$ cat src/rtl/pc_fetch_unit_pkg.sv
`default_nettype none
// +--------------------------------------------------------------------+
// | Module      : pc_fetch_unit_pkg                                    |
// | Description : Shared state encoding and constants for fetch stage  |
// | Revision    : 1.0                                                  |
// +--------------------------------------------------------------------+
package pc_fetch_unit_pkg;

   typedef enum logic [1:0] {
      S_OFF   = 2'd0,
      S_REQ   = 2'd1,
      S_WAIT  = 2'd2,
      S_VALID = 2'd3
   } fetch_state_e;

   // Only this bit of the CTRL stall vector governs the fetch stage.
   localparam int c_FETCH_STALL_BIT = 0;

endpackage
`default_nettype wire

$ cat src/rtl/pc_fetch_unit_if.sv
`default_nettype none
// +--------------------------------------------------------------------+
// | Module      : pc_fetch_unit_if                                     |
// | Description : Instruction-memory request/grant/rvalid bundle       |
// | Revision    : 1.0                                                  |
// +--------------------------------------------------------------------+
interface pc_fetch_unit_if #(
   parameter int PC_W   = 32,
   parameter int INST_W = 32
);
   logic              if_req;
   logic [PC_W-1:0]   if_addr;
   logic              if_gnt;
   logic              if_rvalid;
   logic [INST_W-1:0] if_rdata;

   modport master (
      output if_req,
      output if_addr,
      input  if_gnt,
      input  if_rvalid,
      input  if_rdata
   );

   modport slave (
      input  if_req,
      input  if_addr,
      output if_gnt,
      output if_rvalid,
      output if_rdata
   );
endinterface
`default_nettype wire

$ cat src/rtl/pc_fetch_unit_redirect_arb.sv
`default_nettype none
// +--------------------------------------------------------------------+
// | Module      : pc_redirect_arb                                      |
// | Description : CP0 > branch > pending > sequential next-PC select   |
// | Revision    : 1.0                                                  |
// +--------------------------------------------------------------------+
module pc_redirect_arb #(
   parameter int PC_W       = 32,
   parameter int INST_BYTES = 4
) (
   input  wire logic            clk,
   input  wire logic            rst,
   input  wire logic            i_cp0_flag,
   input  wire logic [PC_W-1:0] i_cp0_addr,
   input  wire logic            i_branch_take,
   input  wire logic [PC_W-1:0] i_branch_target,
   input  wire logic            i_advance,
   input  wire logic [PC_W-1:0] i_pc,
   output logic                 o_pc_load,
   output logic [PC_W-1:0]      o_pc_next
);

   logic            r_pend;
   logic [PC_W-1:0] r_pend_addr;
   logic [PC_W-1:0] w_pc_seq;

   // Natural wrap modulo 2^PC_W is intended.
   assign w_pc_seq  = i_pc + PC_W'(INST_BYTES);
   assign o_pc_load = i_cp0_flag | i_advance;

   always_comb begin
      o_pc_next = w_pc_seq;
      if (i_cp0_flag) begin
         o_pc_next = i_cp0_addr;
      end else if (i_branch_take) begin
         o_pc_next = i_branch_target;
      end else if (r_pend) begin
         o_pc_next = r_pend_addr;
      end
   end

   // A branch resolved while the held instruction is not ready to retire is parked here.
   always_ff @(posedge clk or negedge rst) begin
      if (!rst) begin
         r_pend      <= 1'b0;
         r_pend_addr <= '0;
      end else if (i_cp0_flag || i_advance) begin
         r_pend      <= 1'b0;
      end else if (i_branch_take) begin
         r_pend      <= 1'b1;
         r_pend_addr <= i_branch_target;
      end
   end

endmodule
`default_nettype wire

$ cat src/rtl/pc_fetch_unit.sv
`default_nettype none
// +--------------------------------------------------------------------+
// | Module      : pc_fetch_unit                                        |
// | Description : Fetch-stage PC generator with memory handshake       |
// | Revision    : 1.0                                                  |
// +--------------------------------------------------------------------+
module pc_fetch_unit
   import pc_fetch_unit_pkg::*;
#(
   parameter int              PC_W       = 32,
   parameter int              INST_W     = 32,
   parameter logic [PC_W-1:0] INIT_PC    = 32'hBFC0_0000,
   parameter int              INST_BYTES = 4,
   parameter int              STALL_W    = 6
) (
   input  wire logic               clk,
   input  wire logic               rst,
   input  wire logic [STALL_W-1:0] stall,
   input  wire logic               branch_flag_i,
   input  wire logic [PC_W-1:0]    branch_target_i,
   input  wire logic               cp0_branch_flag,
   input  wire logic [PC_W-1:0]    cp0_branch_addr,
   pc_fetch_unit_if.master         imem,
   output logic                    ce,
   output logic [PC_W-1:0]         pc,
   output logic                    inst_valid_o,
   output logic [INST_W-1:0]       inst_o,
   output logic [PC_W-1:0]         inst_pc_o
);

   fetch_state_e      r_state, w_state_next;
   logic              r_kill, w_kill_next;
   logic              r_ce;
   logic [PC_W-1:0]   r_pc;
   logic              r_inst_valid, w_inst_valid_next;
   logic [INST_W-1:0] r_inst;
   logic [PC_W-1:0]   r_inst_pc;
   logic              w_capture;
   logic              w_advance;
   logic              w_stall_fetch;
   logic              w_pc_load;
   logic [PC_W-1:0]   w_pc_next;

   assign w_stall_fetch = stall[c_FETCH_STALL_BIT];

   generate
      if (STALL_W > 1) begin : g_unused_stall
         logic w_unused_stall_hi;
         assign w_unused_stall_hi = ^stall[STALL_W-1:1];
      end
   endgenerate

   pc_redirect_arb #(
      .PC_W       (PC_W),
      .INST_BYTES (INST_BYTES)
   ) u_redirect_arb (
      .clk             (clk),
      .rst             (rst),
      .i_cp0_flag      (cp0_branch_flag),
      .i_cp0_addr      (cp0_branch_addr),
      .i_branch_take   (branch_flag_i & ~w_stall_fetch),
      .i_branch_target (branch_target_i),
      .i_advance       (w_advance),
      .i_pc            (r_pc),
      .o_pc_load       (w_pc_load),
      .o_pc_next       (w_pc_next)
   );

   always_ff @(posedge clk or negedge rst) begin
      if (!rst) begin
         r_state <= S_OFF;
      end else begin
         r_state <= w_state_next;
      end
   end

   always_comb begin
      w_state_next      = r_state;
      w_kill_next       = r_kill;
      w_inst_valid_next = r_inst_valid;
      w_capture         = 1'b0;
      w_advance         = 1'b0;
      case (r_state)
         S_OFF: begin
            w_state_next = S_REQ;
         end
         S_REQ: begin
            if (imem.if_gnt) begin
               w_state_next = S_WAIT;
               w_kill_next  = cp0_branch_flag;
            end
         end
         S_WAIT: begin
            if (imem.if_rvalid) begin
               if (r_kill || cp0_branch_flag) begin
                  w_kill_next  = 1'b0;
                  w_state_next = S_REQ;
               end else begin
                  w_capture         = 1'b1;
                  w_inst_valid_next = 1'b1;
                  w_state_next      = S_VALID;
               end
            end else if (cp0_branch_flag) begin
               // Response for the abandoned address is still owed; drop it on arrival.
               w_kill_next = 1'b1;
            end
         end
         S_VALID: begin
            if (cp0_branch_flag) begin
               w_inst_valid_next = 1'b0;
               w_state_next      = S_REQ;
            end else if (!w_stall_fetch) begin
               w_advance         = 1'b1;
               w_inst_valid_next = 1'b0;
               w_state_next      = S_REQ;
            end
         end
         default: begin
            w_state_next = S_OFF;
         end
      endcase
   end

   always_ff @(posedge clk or negedge rst) begin
      if (!rst) begin
         r_kill       <= 1'b0;
         r_ce         <= 1'b0;
         r_pc         <= INIT_PC;
         r_inst_valid <= 1'b0;
         r_inst       <= '0;
         r_inst_pc    <= '0;
      end else begin
         r_kill       <= w_kill_next;
         r_ce         <= 1'b1;
         r_inst_valid <= w_inst_valid_next;
         if (w_pc_load) begin
            r_pc <= w_pc_next;
         end
         if (w_capture) begin
            r_inst    <= imem.if_rdata;
            r_inst_pc <= r_pc;
         end
      end
   end

   assign imem.if_req  = (r_state == S_REQ);
   assign imem.if_addr = r_pc;
   assign ce           = r_ce;
   assign pc           = r_pc;
   assign inst_valid_o = r_inst_valid;
   assign inst_o       = r_inst;
   assign inst_pc_o    = r_inst_pc;

endmodule
`default_nettype wire
$ cat src/flat_wrapper.sv
// flat-port wrapper written by rule: the top's interface ports become plain ports
module pc_fetch_unit_flat import pc_fetch_unit_pkg::*;
#(
   parameter int              PC_W       = 32,
   parameter int              INST_W     = 32,
   parameter logic [PC_W-1:0] INIT_PC    = 32'hBFC0_0000,
   parameter int              INST_BYTES = 4,
   parameter int              STALL_W    = 6
)
  (clk, rst, stall, branch_flag_i, branch_target_i, cp0_branch_flag, cp0_branch_addr, ce, pc, inst_valid_o, inst_o, inst_pc_o, imem_if_req, imem_if_addr, imem_if_gnt, imem_if_rvalid, imem_if_rdata);
  pc_fetch_unit_if #(.PC_W(PC_W), .INST_W(INST_W)) imem_i ();
  input  wire logic clk;
  input  wire logic rst;
  input  wire logic [STALL_W-1:0] stall;
  input  wire logic branch_flag_i;
  input  wire logic [PC_W-1:0] branch_target_i;
  input  wire logic cp0_branch_flag;
  input  wire logic [PC_W-1:0] cp0_branch_addr;
  output logic ce;
  output logic [PC_W-1:0] pc;
  output logic inst_valid_o;
  output logic [INST_W-1:0] inst_o;
  output logic [PC_W-1:0] inst_pc_o;
  output wire logic [$bits(imem_i.if_req)-1:0] imem_if_req;
  output wire logic [$bits(imem_i.if_addr)-1:0] imem_if_addr;
  input wire logic [$bits(imem_i.if_gnt)-1:0] imem_if_gnt;
  input wire logic [$bits(imem_i.if_rvalid)-1:0] imem_if_rvalid;
  input wire logic [$bits(imem_i.if_rdata)-1:0] imem_if_rdata;
  assign imem_if_req = imem_i.if_req;
  assign imem_if_addr = imem_i.if_addr;
  assign imem_i.if_gnt = imem_if_gnt;
  assign imem_i.if_rvalid = imem_if_rvalid;
  assign imem_i.if_rdata = imem_if_rdata;
  pc_fetch_unit #(.PC_W(PC_W), .INST_W(INST_W), .INIT_PC(INIT_PC), .INST_BYTES(INST_BYTES), .STALL_W(STALL_W)) u_core (.clk(clk), .rst(rst), .stall(stall), .branch_flag_i(branch_flag_i), .branch_target_i(branch_target_i), .cp0_branch_flag(cp0_branch_flag), .cp0_branch_addr(cp0_branch_addr), .imem(imem_i), .ce(ce), .pc(pc), .inst_valid_o(inst_valid_o), .inst_o(inst_o), .inst_pc_o(inst_pc_o));
endmodule
$ cat config.mk
export PLATFORM = sky130hd
export DESIGN_NAME = pc_fetch_unit_flat
export DESIGN_NICKNAME = d
export VERILOG_FILES = /design/src/rtl/pc_fetch_unit_pkg.sv /design/src/rtl/pc_fetch_unit_if.sv /design/src/rtl/pc_fetch_unit_redirect_arb.sv /design/src/rtl/pc_fetch_unit.sv /design/src/flat_wrapper.sv
export SDC_FILE = /design/constraint.sdc
export NUM_CORES = 1
export LEC_CHECK = 0
export CELL_PAD_IN_SITES_DETAIL_PLACEMENT = 2
export CELL_PAD_IN_SITES_GLOBAL_PLACEMENT = 2
export CORE_ASPECT_RATIO = 0.75
export CORE_MARGIN = 2
export CORE_UTILIZATION = 30
export CTS_CLUSTER_DIAMETER = 150
export CTS_CLUSTER_SIZE = 28
export DETAILED_ROUTE_END_ITERATION = 8
export GPL_TIMING_DRIVEN = 0
export PLACE_DENSITY = 0.82
export SLEW_MARGIN = 25
export SYNTH_ARGS = -nofsm -noshare
export SYNTH_HDL_FRONTEND = slang
export SYNTH_SLANG_ARGS = --single-unit
$ cat constraint.sdc
create_clock -name clk -period 3.59 [get_ports clk]
set_clock_uncertainty 0.1 [all_clocks]
set_input_delay 0.718 -clock clk [delete_from_list [all_inputs] [get_ports clk]]
set_output_delay 0.718 -clock clk [all_outputs]
set_load 0.02 [all_outputs]
==> flow_summary_export.csv <==
group,metric,value,unit
run_status,status,"finished, final reports clean",
clock_tree,tritoncts.num_buffers,17,
setup_path,timing.critical_path.max_delay_family,"buffers and inverters",
floorplan,core_area,0.02217,mm^2
detailed_routing,detailed_route_via_count,6342,
yosys,ys.flop_type,"dfrtp_1",
timing,worst_slew_pin_slew,0.8794,ns
final_layout,fin_area,0.01021,mm^2
clock_tree,clkSinkCount,134,
yosys,post_synth_most_frequent_cells,"dfrtp_1 (125), mux2_2 (96), nand2_1 (46)",
yosys,number_of_synthesized_flops_with_an_enable_pin,0,
setup_path,worstSetupEndpointType,"flop",
yosys,yosysTopAreaCellShare,0.4586,
floorplan,floorplan.io_pins,239,
detailed_routing,route.detailed.wl_per_inst,24.06,um
yosys,synth_async_sr_flop_share,1.000,
yosys,synth_cell_type_count,62,
timing,setup_total_negative_slack,0,ns
clock_tree,cts_resized,0,
setup_path,worstPathCellList,"clkdlybuf4s50_1, nand2b_1, clkbuf_1, clkbuf_1, a221oi_1, o21ai_0, o21ai_0, o21ai_0",
yosys,synth_top_area_cell,"dfrtp_1",
job,cap_viol_max_count,0,
detailed_routing,detailedRoute.firstIterationViolations,372,
global_routing,grt_pass1_wl,43460,um
timing,timing_hold_violations_final,0,
floorplan,chipWidth,178.1,um
setup_path,critical_path_s_largest_stage_delay,0.57,ns
global_routing,grt_usage,0.2453,
detailed_routing,totalWireLength,28510,um
yosys,syn-instance-count,623,
detailed_routing,ant_nets,0,
clock_tree,clk_pin_slew,0.06,ns
setup_path,most_prevalent_standard_cell_on_the_critical_path,"o21ai_0",
global_routing,overflow,0,
timing,max_slew_margin_vs_limit,0.4093,
pwr,power.density,701.8,mW/mm^2
final_layout,syn2layout_area_growth,49.75,%
global_routing,antenna_found_initial,3,
setup_path,critical_path_required,3.84,ns
final_layout,design.final.nets,988,
clock_tree,cts-htree-levels,4,
final_layout,final_layout_size_suffix_gt1_frac,0.2297,
timing,period_share,0.7607,
setup_path,crit_start_category,"primary input",
pwr,static-leakage-power,4.233,nW
yosys,post-synth-top-count-cell,"dfrtp_1",
yosys,yosys_register_bits,134,
floorplan,starting_utilization_of_the_core_area,0.3076,
place,number_of_port_buffers,232,
clock_tree,cts.root.buffer_cell,"clkbuf_16",
floorplan,die-height,134.6,um
yosys,mappedNetlistArea,0.006820,mm^2
yosys,synth-warning-count,0,
clock_tree,cts_buffer_depth,2,
timing,maxSlewViolCount,0,
clock_tree,clkLatencyLatePin,0.44,ns
place,postPlaceCellArea,0.009543,mm^2
detailed_routing,post-route-drc-count,0,
global_routing,grt_pass1_vias,7056,
setup_path,worst_ep_arrival_time,2.98,ns
setup_path,timing.critical_path.fanout_max,10,
min_path,min_path_type,"primary input to async pin",
setup_path,criticalPathCategory,"primary input to flop",
clock_tree,cts.hold.buffers_added,0,
place,place_hpwl,20370,um
timing,fmax,366.2,MHz
yosys,syn_area_per_cell,10.95,um^2
yosys,synth-seq-area-share,0.4933,
yosys,synth_area_leaders,"dfrtp_1 (46%), mux2_2 (16%), buf_4 (3.6%)",
detailed_routing,drt_first_pass_iters,4,
pwr,max-vdd-ir-drop,301.6,uV
timing,fin_crit,2.731,ns
setup_path,wp_buf_inv,3,
timing,hold-worst-slack,0.09494,ns
clock_tree,buffer_count_from_post_cts_setup_fixing,0,
setup_path,slowest_stage,"clkdlybuf4s50_1",
yosys,mappedNetlistNets,736,
clock_tree,cts_tree,"built",
detailed_routing,vias_per_cell,5.352,
global_routing,pin_count_of_the_biggest_net_entering_global_routing,70,
place,gpl.final_weighted_congestion,0.8275,
floorplan,die-area,0.02397,mm^2
timing,setup-violations-final,0,
floorplan,rows,47,
timing,unrepaired_setup_endpoints_after_global_routing,"false",
## worst register-to-register path: stages, from the launching register on
cell and delay [ns]:
dfrtp_1 0.43, ha_1 0.30, nand2b_1 0.10, clkbuf_1 0.35
clkbuf_1 0.57, a221oi_1 0.21, o21ai_0 0.21, o21ai_0 0.10
o21ai_0 0.12
## registers in the layout, indices dropped and copies added (netlist names)
register and flops:
u_core.r_kill 1, u_core.inst_o 32, u_core.inst_valid_o 1, u_core.u_redirect_arb.r_pend 1, u_core.imem.if_addr 32, u_core.inst_pc_o 32
u_core.r_state 2, u_core.u_redirect_arb.r_pend_addr 32, u_core.ce 1
## cell usage in the layout, fill, tap and decap left out, drive strengths merged, types with 6 or more instances in the layout
master and count:
buf 57, nand3 17, dfrtp 125, nor3 12, clkbuf 34, dfstp 9, and3 9, nand4 11
nand2 46, nor2 32, mux2 96, nand2b 6, a21oi 24, inv 12, xor2 9, o21ai 37
clkdlybuf4s50 231, a31oi 12
## through the flow
stage	setup WS, ns	std cells	utilization	power [mW]
floorplan	1.424	623	-	3.756
global placement	-4.175	1149	0.4290	5.059
detailed placement	0.3764	1150	0.4304	5.177
CTS	0.8185	1182	0.4602	7.229
global route	0.6799	1182	0.4604	7.538
finish	0.8590	1185	0.4607	7.168
## metal layers
| layer | GRT usage | wire length (um) | vias up |
|---|---|---|---|
| met5 | 0 | 11 | - |
| met4 | 0.07332 | 446 | 2 |
| met3 | 0.08390 | 2651 | 33 |
| met2 | 0.3945 | 13170 | 273 |
| met1 | 0.3125 | 12230 | 3271 |
| li1 | - | - | 2763 |
## area by class of cell
type,instances,area (um^2)
plain buffers,70,421.7
clock buffers,19,442.9
inverters,9,33.78
flip-flops and latches,134,3364
fillers,2278,11960
diodes,3,7.507
clock inverters,13,217.7
multi-input cells,410,3003
well taps,294,367.9
repair buffers,233,2355
## path summary, 6_finish.rpt
path / startpoint / end / slack, ns / cells after the start
worst max register to register: u_core.r_state[0]$_DFFE_PN0P_ / u_core.imem.if_addr[31]$_DFFE_PN1N_ / 1.01 / 8
worst max-delay path: stall[0] / u_core.imem.if_addr[31]$_DFFE_PN1N_ / 0.86 / 8
min in group clk: u_core.inst_pc_o[27]$_DFFE_PN0P_ / u_core.inst_pc_o[27]$_DFFE_PN0P_ / 0.40 / 1
worst min-delay path: rst / u_core.inst_pc_o[20]$_DFFE_PN0P_ / 0.09 / 1
worst min register to register: u_core.inst_pc_o[27]$_DFFE_PN0P_ / u_core.inst_pc_o[27]$_DFFE_PN0P_ / 0.40 / 1
max in group asynchronous: rst / u_core.imem.if_addr[31]$_DFFE_PN1N_ / 2.52 / 2
## report_power, final
group | internal (mW) | switching, mW | total [mW]
registers | 2.04 | 0.408 | 2.44
logic | 1.42 | 1.29 | 2.71
clock network | 1.26 | 0.754 | 2.02
## logic make-up after synthesis
kind of cell | Yosys count | synth area share
simple gates | 155 | 0.1150
buf+inv | 79 | 0.06678
flops | 134 | 0.4933
xor+xnor | 14 | 0.01798
other cells | 1 | 0.0005498
compound gates | 135 | 0.1328
mux | 100 | 0.1644
fa+ha+maj | 5 | 0.009173
(Power assumes the default switching activity.)
